$ cat config.mk
export PLATFORM = sky130hd
export DESIGN_NAME = ccm_arbiter
export DESIGN_NICKNAME = d
export VERILOG_FILES = /design/src/rtl/ccm_arbiter.sv
export SDC_FILE = /design/constraint.sdc
export NUM_CORES = 1
export LEC_CHECK = 0
export CORE_ASPECT_RATIO = 0.8
export CORE_MARGIN = 4
export CORE_UTILIZATION = 40
export CTS_BUF_LIST = sky130_fd_sc_hd__clkbuf_4
export CTS_CLUSTER_DIAMETER = 60
export DETAILED_ROUTE_END_ITERATION = 7
export GPL_TIMING_DRIVEN = 0
export PLACE_DENSITY_LB_ADDON = 0.15
export SLEW_MARGIN = 20
export SYNTH_ARGS = -nofsm -noshare
export SYNTH_HDL_FRONTEND = slang
export SYNTH_SLANG_ARGS = --single-unit
$ cat constraint.sdc
create_clock -name CLK -period 4.05 [get_ports CLK]
set_input_delay 0.81 -clock CLK [delete_from_list [all_inputs] [get_ports CLK]]
set_output_delay 0.81 -clock CLK [all_outputs]
set_load 0.03 [all_outputs]
$ cat src/rtl/ccm_arbiter.sv
// ccm_arbiter
//   Shares one single-port closely-coupled memory macro (32-bit words,
//   1-cycle synchronous read, no byte enables) between the instruction-fetch
//   unit and the load/store unit. One access is granted per cycle; read data
//   is routed back to whichever unit owned the read. LSU partial stores are
//   executed as a read cycle followed by a merged full-word write cycle.
//
// Ports
//   CLK, RST                 clock (rising edge), synchronous active-high reset
//   ifu_req/ifu_addr         IFU read request, held until ifu_gnt
//   ifu_gnt                  IFU request accepted this cycle (combinational)
//   ifu_rvalid/ifu_rdata     IFU read data, one cycle after ifu_gnt
//   lsu_req/lsu_we/lsu_addr  LSU request, held with its data until lsu_gnt
//   lsu_be/lsu_wdata         store byte enables and word-aligned store data
//   lsu_gnt                  LSU request accepted this cycle (combinational)
//   lsu_rvalid/lsu_rdata     LSU load data, one cycle after lsu_gnt (loads)
//   mem_adr/mem_d/mem_we     macro word address, write data, write enable
//   mem_q                    macro read data (cycle after the read address)
module ccm_arbiter #(
    parameter int ADDR_W       = 16,
    parameter int STARVE_LIMIT = 4
) (
    input  logic        CLK,
    input  logic        RST,
    input  logic        ifu_req,
    input  logic [31:0] ifu_addr,
    output logic        ifu_gnt,
    output logic        ifu_rvalid,
    output logic [31:0] ifu_rdata,
    input  logic        lsu_req,
    input  logic        lsu_we,
    input  logic [31:0] lsu_addr,
    input  logic [3:0]  lsu_be,
    input  logic [31:0] lsu_wdata,
    output logic        lsu_gnt,
    output logic        lsu_rvalid,
    output logic [31:0] lsu_rdata,
    output logic [31:0] mem_adr,
    output logic [31:0] mem_d,
    output logic        mem_we,
    input  logic [31:0] mem_q
);

    localparam int CNT_W = $clog2(STARVE_LIMIT + 1);

    typedef enum logic {IDLE, RMW_WR} state_t;
    typedef enum logic [1:0] {OWN_NONE, OWN_IFU, OWN_LSU} owner_t;

    state_t             state_reg, state_next;
    owner_t             owner_reg, owner_next;
    logic [CNT_W-1:0]   starve_reg, starve_next;
    logic [ADDR_W-1:0]  rmw_addr_reg, rmw_addr_next;
    logic [3:0]         rmw_be_reg, rmw_be_next;
    logic [31:0]        rmw_wdata_reg, rmw_wdata_next;

    logic               ifu_win, lsu_win, starve_full;
    logic               lsu_full_store, lsu_partial_store;
    logic [31:0]        merged_data;

    // Word addresses: drop the byte offset and everything above the macro depth.
    logic [ADDR_W-1:0]  ifu_word, lsu_word;
    assign ifu_word = ifu_addr[ADDR_W+1:2];
    assign lsu_word = lsu_addr[ADDR_W+1:2];

    assign starve_full       = (starve_reg == CNT_W'(STARVE_LIMIT));
    assign lsu_full_store    = lsu_we && (lsu_be == 4'hF);
    assign lsu_partial_store = lsu_we && (lsu_be != 4'hF) && (lsu_be != 4'h0);

    // Arbitration: LSU has priority unless the IFU has been passed over
    // STARVE_LIMIT times in a row. No grants during reset or the RMW write.
    assign ifu_win = !RST && (state_reg == IDLE) && ifu_req &&
                     (!lsu_req || starve_full);
    assign lsu_win = !RST && (state_reg == IDLE) && lsu_req && !ifu_win;

    // Read-modify-write merge: enabled lanes from the latched store data,
    // the rest from the word read back during the grant cycle.
    generate
        for (genvar gi = 0; gi < 4; gi++) begin : g_merge
            assign merged_data[8*gi +: 8] = rmw_be_reg[gi] ? rmw_wdata_reg[8*gi +: 8]
                                                            : mem_q[8*gi +: 8];
        end
    endgenerate

    // State register
    always_ff @(posedge CLK) begin
        if (RST) begin
            state_reg     <= IDLE;
            owner_reg     <= OWN_NONE;
            starve_reg    <= '0;
            rmw_addr_reg  <= '0;
            rmw_be_reg    <= '0;
            rmw_wdata_reg <= '0;
        end else begin
            state_reg     <= state_next;
            owner_reg     <= owner_next;
            starve_reg    <= starve_next;
            rmw_addr_reg  <= rmw_addr_next;
            rmw_be_reg    <= rmw_be_next;
            rmw_wdata_reg <= rmw_wdata_next;
        end
    end

    // Next-state logic
    always_comb begin
        state_next     = state_reg;
        owner_next     = OWN_NONE;
        starve_next    = starve_reg;
        rmw_addr_next  = rmw_addr_reg;
        rmw_be_next    = rmw_be_reg;
        rmw_wdata_next = rmw_wdata_reg;
        case (state_reg)
            IDLE: begin
                if (ifu_win)
                    owner_next = OWN_IFU;
                else if (lsu_win && !lsu_we)
                    owner_next = OWN_LSU;

                if (ifu_win || !ifu_req)
                    starve_next = '0;
                else if (lsu_win && !starve_full)
                    starve_next = starve_reg + CNT_W'(1);

                if (lsu_win && lsu_partial_store) begin
                    state_next     = RMW_WR;
                    rmw_addr_next  = lsu_word;
                    rmw_be_next    = lsu_be;
                    rmw_wdata_next = lsu_wdata;
                end
            end
            RMW_WR: begin
                state_next = IDLE;
            end
            default: state_next = IDLE;
        endcase
    end

    // Output logic
    always_comb begin
        ifu_gnt    = ifu_win;
        lsu_gnt    = lsu_win;
        mem_adr    = '0;
        mem_d      = '0;
        mem_we     = 1'b0;
        ifu_rvalid = !RST && (owner_reg == OWN_IFU);
        lsu_rvalid = !RST && (owner_reg == OWN_LSU);
        ifu_rdata  = ifu_rvalid ? mem_q : '0;
        lsu_rdata  = lsu_rvalid ? mem_q : '0;
        if (!RST) begin
            if (state_reg == RMW_WR) begin
                mem_adr = {{(32-ADDR_W){1'b0}}, rmw_addr_reg};
                mem_d   = merged_data;
                mem_we  = 1'b1;
            end else if (ifu_win) begin
                mem_adr = {{(32-ADDR_W){1'b0}}, ifu_word};
            end else if (lsu_win) begin
                // Partial stores and loads read here; be=0 is a harmless read.
                mem_adr = {{(32-ADDR_W){1'b0}}, lsu_word};
                if (lsu_full_store) begin
                    mem_d  = lsu_wdata;
                    mem_we = 1'b1;
                end
            end
        end
    end

endmodule

* After elaboration in Yosys (flattened, before gate mapping)
Cells that the tools add are included.
Widths: inputs -> output; s select.
** Word-level totals
- Logic and storage cells :: 67
- Bits in registers :: 58
** Operators by class
- Add/subtract/negate cells :: 1
- Bitwise gates (word level) :: 1
- Reduce and logical (&&, ||, !) cells :: 27
- Equal/unequal tests :: 5
- Multiplexer cells :: 26
** Operators by type and width (number)
- $mux 32 :: 7
- $mux 16 :: 4
- $mux 8 :: 4
- $logic_and 1x1->1 :: 13
- $mux 1 :: 7
- $logic_not 1->1 :: 6
- $mux 3 :: 2
- $eq 4x4->1 const B :: 1
- $ne 4x4->1 const B :: 1
- $reduce_and 2->1 :: 2
- $reduce_bool 4->1 :: 1
- $add 3x1->3 const B :: 1
- $eq 3x3->1 const B :: 1
- $reduce_or 3->1 :: 1
- $eq 2x1->1 const B :: 1
- $eq 2x2->1 const B :: 1
- $logic_or 1x1->1 :: 2
- $mux 2 :: 1
- $pmux 1 s2 :: 1
- $reduce_bool 2->1 :: 1
- $reduce_or 2->1 :: 1
- $not 1->1 :: 1

* Depth between registers and ports, before layout
Gate-level depths: netlist of the first run.
- Depth in word-level cells :: 10
- Gate-level depth with buffers :: 7
- Gate-level depth less buffers :: 5

* Least setup slack after synthesis of the first run
No wires, ideal clock.
- Path kind :: input to output
- From :: input port RST
- To :: output port mem_adr[0]
- Slack :: 0.837 ns
- Data arrival time :: 2.403 ns
- Data required time :: 3.240 ns
- Path buffers :: 2
- Stages on the path :: 5
- Path through :: buf_2 -> nor3b_4 -> buf_2 -> a31oi_1 -> a221oi_1
** Between the ends
- Longest elaborated chain between the ends :: 10
- Elaborated cells between the ends (all ways) :: 11
** RTL lines
- start: declaration :: RTL line 24 : input logic RST,
- $logic_not 1->1
- $logic_and 1x1->1 :: RTL line 71, 73
- $logic_and 1x1->1 (2 in series) :: RTL line 71 : assign ifu_win = !RST && (state_reg == IDLE) && ifu_req &&
- $logic_not 1->1 :: RTL line 73 : assign lsu_win = !RST && (state_reg == IDLE) && lsu_req && !ifu_win;
- $logic_and 1x1->1 :: RTL line 73
- $mux 16 :: RTL line 155 : end else if (lsu_win) begin
- $mux 16 :: RTL line 153 : end else if (ifu_win) begin
- $mux 16 :: RTL line 149 : if (state_reg == RMW_WR) begin
- $mux 16 (*) :: RTL line 148 : if (!RST) begin
- end: declaration :: RTL line 38 : output logic [31:0] mem_adr,
Mark *: on every way between the ends. The rest lies on a longest branch, timed or not.

* Worst setup path in the final report of the first run
- From :: input port ifu_req
- To :: output port mem_d[23]
** Between the ends
- Longest elaborated chain between the ends :: 8
** RTL lines
- start: declaration :: RTL line 25 : input logic ifu_req,
- $logic_and 1x1->1 (*) (2 in series) :: RTL line 71
- $logic_not 1->1 :: RTL line 73
- $logic_and 1x1->1 :: RTL line 73
- $mux 32 :: RTL line 155
- $mux 32 (*) :: RTL line 153
- $mux 32 (*) :: RTL line 149
- $mux 32 (*) :: RTL line 148
- end: declaration :: RTL line 39 : output logic [31:0] mem_d,
Marked as above.

==> metrics.md, run 1 <==
| Metric | Value |
|---|---|
| Outcome | `finished clean` |
| # rows | `32` |
| Max Clk Rate | `between 200 and 300 MHz` |
| Post-DP HPWL | `11,200 µm` |
| Crit-path leading delay family | `buffers and inverters` |
| CP required | `between 3 and 4 ns` |
| Startpoint types | `input port` |
| Initial core utilization | `a little over two fifths` |
| Share of layout cells above drive strength 1 | `under 10%` |
| CTS max path bufs | `2` |
| Fin crit period | `3.95 ns` |
| CP peak stage delay | `0.73 ns` |
| WL final | `roughly 14,000 µm` |
| Max reg flops | `32` |
| Max-cap violation count | `0` |
| Largest net degree at the start of global routing | `11` |
| Clk_lat worst skew | `between 0.4 and 0.5 ns` |
| Clk_skew | `about 0.022 ns` |
| Synth cell count leaders | `67 x and2_1, 64 x mux2i_1, 58 x dfxtp_1, 51 x inv_1, 33 x nand2b_1` |
| CTS buffer count | `9` |
| Drt drc | `0` |
| CP arrival | `around 3.1 ns` |
| Slew @ Worst Pin | `between 0.7 and 0.8 ns` |
| Final Max Tran Viols | `0` |
| Crit-path slowest cell | `clkdlybuf4s50_1` |
| Most instantiated library cell after synthesis | `and2_1` |
| Share of the synthesized area in the top cell type | `between 20% and 30%` |
| Crit Path Max Fanout | `10` |
| Period utilization | `between 90% and 100%` |
| I/O pins | `270` |
| Post-route setup slack | `between 0.1 and 0.15 ns` |
| Final setup violation count | `0` |
| Routed via count | `between 4,000 and 5,000` |
| Placer Congestion | `~0.83` |
| Final Hold Viols | `0` |
| Setup CP Type | `in -> out` |
| Mapped cell area | `about 4100 µm²` |
| Critical Path Sink Type | `primary output` |
| Crit-path cells | `clkdlybuf4s50_1, nand3_1, buf_2, nand4_1, buf_4, clkbuf_2, o22ai_1, clkdlybuf4s50_1` |
| H-tree levels | `3` |
| Top cells by area, synth | `dfxtp_1 28%, mux2i_1 16%, and2_1 10%` |
| CORE AREA | `between 9000 and 10,000 µm²` |
| Worst Hold Class | `reg -> reg` |
| Leak | `3.35 nW` |
| DR WL/cell | `around 16 µm` |
| Final ANT Viol Nets | `0` |
| First DRT Iteration DRCs | `265` |
| Buf+Inv Stages, Crit Path | `5` |
| Avg Cell Area, Syn | `~8.5 µm²` |
| Fin nets | `869` |
| RSZ-0062 raised after global routing | `false` |
| CTS tree | `built` |
| Clock-pin slew on the worst setup and hold paths | `0.11 ns` |
| Die area | `11,900 µm²` |
| Seq/Total Area, Yosys | `roughly 28%` |
| Pwr Density | `roughly 220 nW/µm²` |
| Fillers | `836` |
| I/O Buffers | `220` |
| Post-synthesis async set-or-reset flop share | `0%` |
| Clock sink count | `a little under 60` |
| Hold Slack | `roughly 0.5 ns` |
| Chip Width | `roughly 120 µm` |
| Largest area contributor in the netlist | `dfxtp_1` |
| Yosys cell types | `34` |
| Final instance area | `6750 µm²` |
| Most frequent cell on the critical path | `clkdlybuf4s50_1` |
| Vias per cell | `about 5.0` |
| Clock Tree Root | `clkbuf_4` |
| First-pass GRT wire length | `22,000 µm` |
| Worst IR drop on VDD | `roughly 0.00011 V` |
| Grt total ovfl | `0` |
| Syn Inst Count | `between 400 and 500` |
| Die H | `between 90 and 100 µm` |
| DRT Pass-1 Iters | `4` |
| Max_slew headroom | `a little over half` |
| Area after DPL | `roughly 6500 µm²` |
| Post-synth EDFFs | `0` |
| Ys Warns | `0` |
| Pre-CTS setup slack | `-0.136 ns` |
| Primary FF master, synth | `dfxtp_1` |
| Count of state elements after synthesis | `58` |
| P&R area growth vs syn | `65.0%` |
| Antenna violations before repair | `0` |
| Vias in the first global route | `around 4,500` |
| GRT Total Usage | `a little under a quarter` |
| N_diodes | `0` |
-- power by group --
group / total, mW / internal (mW) / switching (mW)
Clock: 0.430 / 0.215 / 0.215
Sequential: 0.614 / 0.601 / 0.0135
Combinational: 0.453 / 0.232 / 0.221
Total: 1.50 / 1.05 / 0.449
-- worst min-delay path, delay by kind of cell, from the launching register on --
kind / cells / cell delay (ns)
flip-flops: 1 / 0.33
AND/OR/NAND/NOR: 1 / 0.06
multiplexers: 1 / 0.06
-- per-stage QoR --
step | setup TNS, ns | total power, mW | std cells | util (%)
after global placement | -2.05 | 1.07 | 854 | 66.5
after CTS | 0 | 1.51 | 871 | 68.0
after detailed placement | -2.56 | 1.08 | 854 | 66.5
after floorplan | 0 | 0.874 | 498 | -
final | 0 | 1.50 | 871 | 68.8
after global routing | 0 | 1.57 | 871 | 68.8
-- routing by layer --
| layer | routed length (µm) | up-vias | global-route usage [%] |
|---|---|---|---|
| met1 | 5860 | 2017 | 27.9 |
| met3 | 1250 | 12 | 6.54 |
| met4 | 149 | 0 | 5.23 |
| met2 | 6990 | 185 | 39.7 |
| li1 | - | 2124 | - |
| met5 | 0 | - | 0 |
-- final timing paths --
check                     end        startpoint  slack, ns  cells past startpoint
max                 mem_d[23]           ifu_req       0.10                      8
max reg2reg  rmw_addr_reg[12]         state_reg       2.31                      6
min          rmw_wdata_reg[7]  rmw_wdata_reg[7]       0.49                      2
min reg2reg  rmw_wdata_reg[7]  rmw_wdata_reg[7]       0.49                      2
-- placed cells by master, fill, tap and decap left out, types with 3 or more instances in the layout --
master,netlist,layout
clkdlybuf4s50_1,0,189
and2_1,67,67
mux2i_1,64,64
dfxtp_1,58,58
inv_1,51,51
nand2b_1,33,33
o22ai_1,32,32
dlymetal6s2s_1,0,29
clkbuf_1,24,22
nand3_1,18,18
nor2_1,18,18
buf_4,16,18
mux2_4,17,17
a31oi_1,16,16
a221oi_1,16,16
conb_1,1,16
clkbuf_4,0,13
buf_2,7,7
nor2b_1,7,7
buf_1,6,6
buf_6,4,4
nand2_1,3,3
a21oi_1,3,3
mux2_2,3,3
-- repair_timing --
action,CTS,global route
hold buffers,0,0
setup buffers,2,0
setup endpoints to repair,38,49
resized for setup,3,31
pin swaps,1,0
hold endpoints to repair,0,0
-- cell families (layout without fill, tap and decap cells) --
family / count (synthesis) / in the layout / share of synthesized area, %
and+or+nand+nor: 157 / 157 / 23.0
muxes: 84 / 84 / 22.7
buffers and inverters: 110 / 347 / 13.3
other: 1 / 16 / 0.0916
adders and majority gates: 2 / 2 / 0.611
AOI/OAI and AO/OA: 71 / 71 / 12.0
DFF: 58 / 58 / 28.4
-- area by class of cell --
class | count | area (µm²) | share of cell area (%)
multi-input cells | 330 | 2450 | 36.3
repair buffers | 222 | 2290 | 33.9
flip-flops and latches | 58 | 1160 | 17.2
plain buffers | 58 | 350 | 5.19
inverters | 51 | 191 | 2.84
well taps | 136 | 170 | 2.52
clock buffers | 13 | 97.6 | 1.45
clock inverters | 3 | 40.0 | 0.593
(Power assumes the default switching activity.)
==> run 2: changes to the inputs <==
--- a/config.mk
+++ b/config.mk
@@ -7,9 +7,10 @@
 export LEC_CHECK = 0
 export CORE_ASPECT_RATIO = 0.8
 export CORE_MARGIN = 4
-export CORE_UTILIZATION = 40
+export CORE_UTILIZATION = 34
 export CTS_BUF_LIST = sky130_fd_sc_hd__clkbuf_4
 export CTS_CLUSTER_DIAMETER = 60
+export CTS_CLUSTER_SIZE = 40
 export DETAILED_ROUTE_END_ITERATION = 7
 export GPL_TIMING_DRIVEN = 0
 export PLACE_DENSITY_LB_ADDON = 0.15
==> constraint.sdc (replaced) <==
create_clock -name CLK -period 3.62 [get_ports CLK]
set_input_delay 0.724 -clock CLK [delete_from_list [all_inputs] [get_ports CLK]]
set_output_delay 0.724 -clock CLK [all_outputs]
set_load 0.03 [all_outputs]
==> run 2 against run 1 <==
Compared with the run above:
- global-route usage decreased by 2.5 points
- via count shrank 2.7%
- die area grew 16%
- clock power is 4.9% higher
- setup slack better by 0.023 ns
- sequential power grew 12%
- first-iteration DRC count fell by 45%
- critical path depth down 1
- wire length grew 0.33%
- critical endpoint is now mem_adr[11]
- register-to-register slack got worse by 0.45 ns
- clock-buffer cell count decreased by 4
- clock skew is 0.0040 ns lower
==> metrics.md, run 2 (same netlist as run 1, synthesis figures left out) <==
| Metric | Value |
|---|---|
| Outcome | `finished clean` |
| CTS Hold Bufs | `0` |
| CP arrival | `around 2.8 ns` |
| Crit path from | `lsu_req` |
| CTS tree | `built` |
| Clk_skew | `around 0.018 ns` |
| GRT Total Usage | `20.3%` |
| H-tree levels | `3` |
| I/O pins | `270` |
| Max_slew headroom | `54.6%` |
| Setup CP Type | `in -> out` |
| Vias in the first global route | `around 4,300` |
| Clock sink count | `58` |
| Final instance area | `about 6600 µm²` |
| CORE AREA | `11,600 µm²` |
| Hold_sp | `rmw_wdata_reg[24]` |
| Period utilization | `96.5%` |
| Placer Congestion | `roughly 0.86` |
| Total chip power | `1.64 mW` |
| Final ANT Viol Nets | `0` |
| Initial core utilization | `between 30% and 40%` |
| First DRT Iteration DRCs | `roughly 150` |
| Fin crit period | `between 3 and 4 ns` |
| FF-to-FF End | `rmw_addr_reg[13]` |
| Die area | `around 14,000 µm²` |
| Crit path to | `mem_adr[11]` |
| WL final | `14,300 µm` |
| Hold depth | `2` |
| DR WL/cell | `about 16 µm` |
| Critical Path Sink Type | `primary output` |
| Drt drc | `0` |
| Die H | `106 µm` |
| Grt total ovfl | `0` |
| Vias per cell | `approximately 4.8` |
| R2R setup slack | `1.86 ns` |
| Clock Tree Root | `clkbuf_4` |
| Final Max Tran Viols | `0` |
| CP required | `slightly below 3 ns` |
| Fin nets | `870` |
| CTS buffer count | `9` |
| Worst Hold Class | `reg -> reg` |
| Area after DPL | `about 6500 µm²` |
| Pwr Density | `around 250 nW/µm²` |
| I/O Buffers | `220` |
| Startpoint types | `input port` |
| Clock-pin slew on the worst setup and hold paths | `~0.10 ns` |
| Worst R2R Path Depth | `6` |
| P&R area growth vs syn | `62.1%` |
| Routed via count | `~4,200` |
| N_diodes | `0` |
| Final Hold Viols | `0` |
| Max Clk Rate | `~290 MHz` |
| Leak | `~3 nW` |
| # rows | `35` |
| Commonest non-fill, non-tap cells in the layout | `172 x clkdlybuf4s50_1, 67 x and2_1, 64 x mux2i_1` |
| Max-cap violation count | `0` |
| Fillers | `approximately 1,100` |
| First-pass GRT wire length | `about 22,000 µm` |
| Worst IR drop on VDD | `between 0.0001 and 0.00015 V` |
| Chip Width | `131 µm` |
| Clk_lat worst skew | `~0.40 ns` |
| Post-DP HPWL | `about 11,000 µm` |
| Slew @ Worst Pin | `between 0.6 and 0.7 ns` |
| Final setup violation count | `0` |
| CTS max path bufs | `2` |
| Share of layout cells above drive strength 1 | `between 10% and 20%` |
| DRT Pass-1 Iters | `4` |
| Worst r2r src | `state_reg` |
| Largest net degree at the start of global routing | `11` |
| Max reg flops | `32` |
| Antenna violations before repair | `0` |
| Most common cell after layout, fill and taps aside | `clkdlybuf4s50_1` |
| Crit Path Max Fanout | `10` |
==> run 2: cell count changes in the layout (fill, tap and decap cells not counted), sizes merged, moves of 2 or more <==
cell	change
clkbuf	+5
clkdlybuf4s15	+2
clkdlybuf4s50	-17
clkinvlp	+2
dlygate4sd2	+28
dlymetal6s2s	-23
==> run 2: final cells by class <==
class	instances	area [µm²]	share of cell area [%]
inverters	51	191	2.89
clock buffers	9	67.6	1.02
plain buffers	58	354	5.34
repair buffers	223	2160	32.5
multi-input cells	330	2460	37.1
clock inverters	6	58.8	0.886
well taps	148	185	2.79
flip-flops and latches	58	1160	17.5
==> run 2: worst min-delay path by stage <==
stage | to
after global routing | rmw_wdata_reg[25]
final | rmw_wdata_reg[24]
after floorplan | starve_reg[1]
after CTS | rmw_wdata_reg[18]
after global placement | starve_reg[1]
after detailed placement | rmw_wdata_reg[13]
==> run 2: per-stage QoR <==
stage	hold WS, ns	std cells	util (%)	setup TNS (ns)	setup WS [ns]
final	0.485	883	56.9	0	0.125
after global routing	0.510	883	56.9	-0.0241	-0.0145
after CTS	0.487	880	56.9	0	0.000900
after detailed placement	0.470	866	56.2	-18.35	-0.351
after global placement	0.456	866	56.1	-22.80	-0.377
after floorplan	0.449	498	-	0	0.579
==> run 2: metal layers <==
metal	GRT usage [%]	routed length [µm]	part of all wire [%]	vias to the layer above
li1	-	-	-	2112
met3	6.18	942	6.6	4
met5	0	0	0	-
met2	35.1	7130	50	139
met1	25.1	6160	43	1968
met4	3.38	61	0.43	0
==> run 2: report_power, final <==
part	leakage, nW	switching (mW)	total, mW	internal [mW]
sequential	0.474	0.0146	0.687	0.672
clock	0.0652	0.249	0.451	0.202
combinational	2.54	0.247	0.498	0.251
==> run 2: repair_timing <==
item                                    CTS  global route
resized for setup                        48            37
endpoints found under the setup margin   77            49
setup buffers                             0             3
pin swaps                                 0             1
==> run 2: critical path, cell delays in order <==
cell and delay (ns):
clkdlybuf4s50_1 0.58, nor2b_1 0.16, clkbuf_1 0.26, buf_2 0.30, nand3_1 0.10, a221oi_1 0.23, dlygate4sd1_1 0.41
